<file path="config.mk">
export PLATFORM = sky130hd
export DESIGN_NAME = linx_boot_ctrl
export DESIGN_NICKNAME = d
export VERILOG_FILES = /design/src/rtl/linx_boot_pkg.sv /design/src/rtl/linx_boot_wdog.sv /design/src/rtl/linx_boot_ctrl.sv
export SDC_FILE = /design/constraint.sdc
export NUM_CORES = 1
export LEC_CHECK = 0
export CORE_AREA = 4 4 195 197
export CTS_BUF_LIST = sky130_fd_sc_hd__clkbuf_8
export CTS_CLUSTER_DIAMETER = 200
export DETAILED_ROUTE_END_ITERATION = 6
export DIE_AREA = 0 0 199 201
export PLACE_DENSITY = 0.47
export SYNTH_ARGS = -nofsm -noshare
export SYNTH_HDL_FRONTEND = slang
export SYNTH_SLANG_ARGS = --single-unit
export TNS_END_PERCENT = 10
</file>
<file path="constraint.sdc">
create_clock -name clk -period 2 [get_ports clk]
set_input_delay 0.4 -clock clk [delete_from_list [all_inputs] [get_ports clk]]
set_output_delay 0.4 -clock clk [all_outputs]
set_load 0.005 [all_outputs]
</file>
<file path="src/rtl/linx_boot_pkg.sv">
// Shared types and constants for the Linx boot sequencer.
package linx_boot_pkg;

    typedef enum logic [2:0] {
        StIdle    = 3'd0,
        StLoad    = 3'd1,
        StHold    = 3'd2,
        StRun     = 3'd3,
        StDone    = 3'd4,
        StTimeout = 3'd5
    } boot_state_e;

    typedef enum logic [1:0] {
        OpSetAddr   = 2'd0,
        OpWriteWord = 2'd1,
        OpStart     = 2'd2,
        OpAbort     = 2'd3
    } boot_op_e;

    localparam logic [31:0] BOOT_TIMEOUT_CODE = 32'hDEAD_0001;

endpackage

</file>
<file path="src/rtl/linx_boot_wdog.sv">
// Run-time watchdog: counts cycles spent in RUN and flags expiry.
// Only instantiated when LINX_BOOT_WDOG_EN is defined.
module linx_boot_wdog #(
    parameter int unsigned WDOG_CYCLES = 32'd100_000_000
) (
    input  logic clk,
    input  logic rst,
    input  logic run,
    output logic expired
);

    localparam logic [31:0] LastCount = 32'(WDOG_CYCLES - 1);

    logic [31:0] count_q;

    // Counter is held at zero outside RUN so it restarts on every RUN entry.
    always_ff @(posedge clk) begin
        if (rst || !run) begin
            count_q <= '0;
        end else begin
            count_q <= count_q + 32'd1;
        end
    end

    // Firing on the last count makes the FSM leave RUN after WDOG_CYCLES cycles.
    assign expired = run && (count_q == LastCount);

endmodule

</file>
<file path="src/rtl/linx_boot_ctrl.sv">
// Boot sequencer for the Linx core: packs 32-bit program words into 64-bit
// host writes, owns core_reset and tracks halt/exit status.
// Optional run watchdog enabled by defining LINX_BOOT_WDOG_EN.
module linx_boot_ctrl
    import linx_boot_pkg::*;
#(
    parameter int unsigned MEM_BYTES   = 262144,
    parameter int unsigned RST_HOLD    = 16,
    parameter int unsigned WDOG_CYCLES = 32'd100_000_000
) (
    input  logic        clk,
    input  logic        rst,
    input  logic        cmd_valid,
    output logic        cmd_ready,
    input  logic [1:0]  cmd_op,
    input  logic [31:0] cmd_data,
    output logic        host_wvalid,
    output logic [63:0] host_waddr,
    output logic [63:0] host_wdata,
    output logic [7:0]  host_wstrb,
    output logic        core_reset,
    input  logic        core_halted,
    input  logic [31:0] core_exit_code,
    output logic [2:0]  state,
    output logic [31:0] load_words,
    output logic [31:0] exit_code,
    output logic [1:0]  err
);

    localparam logic [31:0] MemLimit = 32'(MEM_BYTES);
    localparam logic [7:0]  HoldInit = 8'(RST_HOLD);

    boot_state_e state_q, state_d;
    boot_op_e    op;
    logic [31:0] ptr_q, ptr_d;
    logic [31:0] load_words_q, load_words_d;
    logic [31:0] exit_code_q, exit_code_d;
    logic [1:0]  err_q, err_d;
    logic [7:0]  hold_cnt_q, hold_cnt_d;
    logic        core_reset_q, core_reset_d;
    logic        wvalid_q, wvalid_d;
    logic [63:0] waddr_q, waddr_d;
    logic [63:0] wdata_q, wdata_d;
    logic [7:0]  wstrb_q, wstrb_d;
    logic        wdog_expired;

`ifdef LINX_BOOT_WDOG_EN
    linx_boot_wdog #(
        .WDOG_CYCLES (WDOG_CYCLES)
    ) u_wdog (
        .clk     (clk),
        .rst     (rst),
        .run     (state_q == StRun),
        .expired (wdog_expired)
    );
`else
    assign wdog_expired = 1'b0;
`endif

    assign op        = boot_op_e'(cmd_op);
    assign cmd_ready = 1'b1;

    // Next-state, datapath and host-write decode.
    always_comb begin
        state_d      = state_q;
        ptr_d        = ptr_q;
        load_words_d = load_words_q;
        exit_code_d  = exit_code_q;
        err_d        = err_q;
        hold_cnt_d   = hold_cnt_q;
        wvalid_d     = 1'b0;
        waddr_d      = waddr_q;
        wdata_d      = wdata_q;
        wstrb_d      = wstrb_q;

        if (cmd_valid && op == OpAbort) begin
            // ABORT overrides everything, including a concurrent halt.
            state_d = StIdle;
            err_d   = 2'b00;
        end else begin
            unique case (state_q)
                StIdle, StLoad: begin
                    if (cmd_valid) begin
                        unique case (op)
                            OpSetAddr: begin
                                ptr_d        = {cmd_data[31:2], 2'b00};
                                load_words_d = '0;
                                err_d[0]     = 1'b0;
                                state_d      = StLoad;
                            end
                            OpWriteWord: begin
                                if (ptr_q < MemLimit) begin
                                    wvalid_d = 1'b1;
                                    waddr_d  = {32'd0, ptr_q[31:3], 3'b000};
                                    if (ptr_q[2]) begin
                                        wdata_d = {cmd_data, 32'd0};
                                        wstrb_d = 8'hF0;
                                    end else begin
                                        wdata_d = {32'd0, cmd_data};
                                        wstrb_d = 8'h0F;
                                    end
                                end else begin
                                    err_d[0] = 1'b1;
                                end
                                // Pointer and count advance even for dropped writes.
                                ptr_d = ptr_q + 32'd4;
                                if (load_words_q != '1) begin
                                    load_words_d = load_words_q + 32'd1;
                                end
                            end
                            OpStart: begin
                                hold_cnt_d = HoldInit;
                                state_d    = StHold;
                            end
                            default: ;
                        endcase
                    end
                end
                StHold: begin
                    if (cmd_valid) begin
                        err_d[1] = 1'b1;
                    end
                    if (hold_cnt_q == 8'd0) begin
                        state_d = StRun;
                    end else begin
                        hold_cnt_d = hold_cnt_q - 8'd1;
                    end
                end
                StRun: begin
                    if (cmd_valid) begin
                        err_d[1] = 1'b1;
                    end
                    if (core_halted) begin
                        exit_code_d = core_exit_code;
                        state_d     = StDone;
                    end else if (wdog_expired) begin
                        exit_code_d = BOOT_TIMEOUT_CODE;
                        state_d     = StTimeout;
                    end
                end
                StDone: begin
                    if (cmd_valid) begin
                        err_d[1] = 1'b1;
                        // Load commands re-enter IDLE (asserting reset); START stays.
                        if (op != OpStart) begin
                            state_d = StIdle;
                        end
                    end
                end
`ifdef LINX_BOOT_WDOG_EN
                StTimeout: begin
                    if (cmd_valid) begin
                        err_d[1] = 1'b1;
                    end
                end
`endif
                default: state_d = StIdle;
            endcase
        end

        core_reset_d = !(state_d == StRun || state_d == StDone);
    end

    // State and output registers with synchronous reset.
    always_ff @(posedge clk) begin
        if (rst) begin
            state_q      <= StIdle;
            ptr_q        <= '0;
            load_words_q <= '0;
            exit_code_q  <= '0;
            err_q        <= '0;
            hold_cnt_q   <= '0;
            core_reset_q <= 1'b1;
            wvalid_q     <= 1'b0;
            waddr_q      <= '0;
            wdata_q      <= '0;
            wstrb_q      <= '0;
        end else begin
            state_q      <= state_d;
            ptr_q        <= ptr_d;
            load_words_q <= load_words_d;
            exit_code_q  <= exit_code_d;
            err_q        <= err_d;
            hold_cnt_q   <= hold_cnt_d;
            core_reset_q <= core_reset_d;
            wvalid_q     <= wvalid_d;
            waddr_q      <= waddr_d;
            wdata_q      <= wdata_d;
            wstrb_q      <= wstrb_d;
        end
    end

    assign state       = state_q;
    assign load_words  = load_words_q;
    assign exit_code   = exit_code_q;
    assign err         = err_q;
    assign core_reset  = core_reset_q;
    assign host_wvalid = wvalid_q;
    assign host_waddr  = waddr_q;
    assign host_wdata  = wdata_q;
    assign host_wstrb  = wstrb_q;

endmodule

</file>
==> results.yml <==
synth:
  synthDistinctLibCells: 65
  synth_seq_cells: 204
  synthFlopType: "dfxtp_1"
  netlist_area_mm2: 0.00895
  synth_top_cell_area_share_pct: 45.6
  synth_edf_count: 0
  ys_seq_area_share_pct: 45.6
  synth_area_leader_cell: "dfxtp_1"
  syn_area_per_cell_um2: 8.13
  synthArstFlopShare_pct: 0
  ys.warnings.count: 0
  syn_inst: 1101
  yosys-top-cells-area: "dfxtp_1 (46%), a21oi_1 (8.8%), nand2_1 (8.7%)"
worst_setup_path:
  critPathBufInv: 3
  critPathKind: "in -> reg"
  cp_max_fo: 30
  critPathLaunchType: "input port"
  cpPeakStageDelay_ns: 0.61
  crit_arrival_ns: 2.50
  cpMaxStageDelayCell: "clkdlybuf4s50_1"
  crit_family: "buffers and inverters"
  critPathRequiredTime_ns: 2.47
  cp_cell_sequence: "clkdlybuf4s50_1, buf_4, nor2b_1, nor2_1, buf_4, nor2_1, o311ai_0, nand2_1"
  crit_path_end_kind: "register"
power_and_ir_drop:
  total_power_w: 0.00930
  p_sw_share_pct: 25.7
  peakVddDrop_mv: 0.286
  p_leak_nw: 5.00
  seq_power_share_pct: 45.6
  combPwrFrac_pct: 11.0
  power.switching_w: 0.00239
  cellPowerDensity_mw_per_mm2: 682
  internal_power_w: 0.00691
  p_clk_share_pct: 43.4
placed_design:
  gp_congestion: 0.799
  hpwlAfterDp_mm: 23.3
  dp_slack_ns: -0.571
  port_buffers: 241
  post_dp_cell_area_mm2: 0.0126
routing:
  drc_errors: 0
  wire_per_inst_um: 17.2
  first_iter_violations: 424
  antenna_left: 0
  wl_mm: 33.2
  drt-pass1-iter-count: 5
  vias: 9116
  vias_per_cell: 4.72
timing:
  finalSetupViolCount: 3
  slew_viol_final: 0
  final-hold-violation-count: 0
  post-route-period-util_pct: 101
  rsz0062_at_grt: "yes"
  slew_headroom_pct: 55.6
  fmax_mhz: 494
  skew_ns: 0.0222
  fin_ws_ns: -0.0250
  tightest_slew_ns: 0.666
  period_minus_slack_ns: 2.03
  hold_ws_ns: 0.199
global_route:
  track_usage_pct: 15.8
  grt_first_pass_wirelength_mm: 51.2
  grt_antenna_before_repair: 1
  grt.overflow.total: 0
  grt_pass1_vias: 9013
  grt_start_max_net_pins: 69
die:
  die_area_mm2: 0.0400
  die_height_um: 201
  core_mm2: 0.0363
  ios: 278
  start_util_pct: 24.7
  row_count: 70
  die_x_um: 199
cells_and_area:
  fillers: 3718
  area_delta_synth_final_pct: 52.4
  stdcell_area_mm2: 0.0136
  final_cell_mix: "clkdlybuf4s50_1 (234), nand2_1 (208), dfxtp_1 (194)"
  layout-drive-gt1-share_pct: 16.8
  final_nets: 1514
  final_common_cell: "clkdlybuf4s50_1"
clock_tree:
  cts.sinks: 204
  clock_latency_ns: 0.54
  cts_buffer_depth: 3
  htreeDepth: 2
  clkSlewWorstSetupHoldPaths_ns: 0.05
  root_buffer: "clkbuf_8"
  cts_buffers: 40
  cts_tree: "yes"
  hold_buffers: 0
run_status:
  status: "finished with violations"
  violations: "setup timing"
hold_path:
  hp-class: "in -> reg"
job:
  maxCapViolations: 0
[power by group through the flow]
stage	Combinational, W	Sequential (W)	Clock (W)
floorplan	0.000504	0.00432	0
global route	0.00112	0.00425	0.00441
global placement	0.000985	0.00432	0
CTS	0.000992	0.00423	0.00422
detailed placement	0.000988	0.00432	0
finish	0.00102	0.00424	0.00404
[cell families (layout without fill, tap and decap cells)]
group                    Yosys count  in the layout  synth area share [%]
buffers and inverters            129            455                  7.51
multiplexers                       4              4                 0.461
adder cells (fa/ha/maj)            3              3                 0.420
other                              2             38                0.0839
AO/OA/AOI/OAI                    253            253                  16.2
XOR/XNOR                          11             11                  1.08
AND/OR/NAND/NOR                  495            495                  28.6
flip-flops                       204            204                  45.6
[per-stage QoR]
| step | setup TNS [ns] | utilization, % | std cells |
|---|---|---|---|
| after floorplan | -0.00748 | - | 1135 |
| after global placement | -79.13 | 34.8 | 1853 |
| after detailed placement | -80.01 | 34.8 | 1853 |
| after CTS | -0.100 | 36.9 | 1915 |
| after global routing | -3.20 | 37.6 | 1930 |
| final | -0.0403 | 37.6 | 1931 |
[sequential cells by signal, summed over array words and instances (netlist names)]
name         count
ptr_q           30
host_wdata      64
host_waddr      29
hold_cnt_q       8
host_wvalid      1
exit_code       32
err              2
core_reset       1
load_words      32
host_wstrb       2
state            3
[repair_timing]
action | CTS | global route
pin swaps | 1 | 20
gates cloned | 0 | 3
gates resized for setup | 2 | 31
endpoints found under the setup margin | 7 | 119
setup buffers | 0 | 11
[cell type report]
cell class / count / area, um2 / share of cell area [%]
multi-input cells: 802 / 4420 / 32.4
inverters: 7 / 26.3 / 0.193
repair buffers: 386 / 3760 / 27.5
well taps: 468 / 586 / 4.29
clock inverters: 11 / 48.8 / 0.358
diodes: 2 / 5.00 / 0.0367
clock buffers: 51 / 702 / 5.15
flip-flops and latches: 204 / 4100 / 30.0
[path summary, 6_finish.rpt]
kind,slack [ns],start,cells past startpoint,endpoint
worst max-delay path,-0.03,cmd_op[0],8,load_words[19]$_SDFFE_PP0P_
worst min register to register,0.45,host_wdata[15]$_SDFFE_PP0P_,2,host_wdata[15]$_SDFFE_PP0P_
worst max register to register,0.05,state[2]$_SDFF_PP0_,6,load_words[30]$_SDFFE_PP0P_
worst min-delay path,0.20,rst,2,ptr_q[31]$_SDFFE_PP0P_
[cell usage after synthesis, types with 14 or more instances]
library cell and n:
nor2_1 45, and3_1 29, nand4_1 24, nand2_1 208, nor3_1 14, buf_4 42, dfxtp_1 204, nand3_1 54
clkbuf_1 60, o21ai_0 39, a21oi_1 157, nand3b_1 32, or3_1 22, buf_2 17
[metal layers]
layer	GRT usage (%)	up-vias	part of all wire [%]
li1	-	4507	-
met2	24.2	259	45
met1	21.4	4284	45
met5	0	-	0
met3	4.46	66	6.9
met4	5.20	0	3.0
Note: power is estimated with default switching activity, not from simulation.
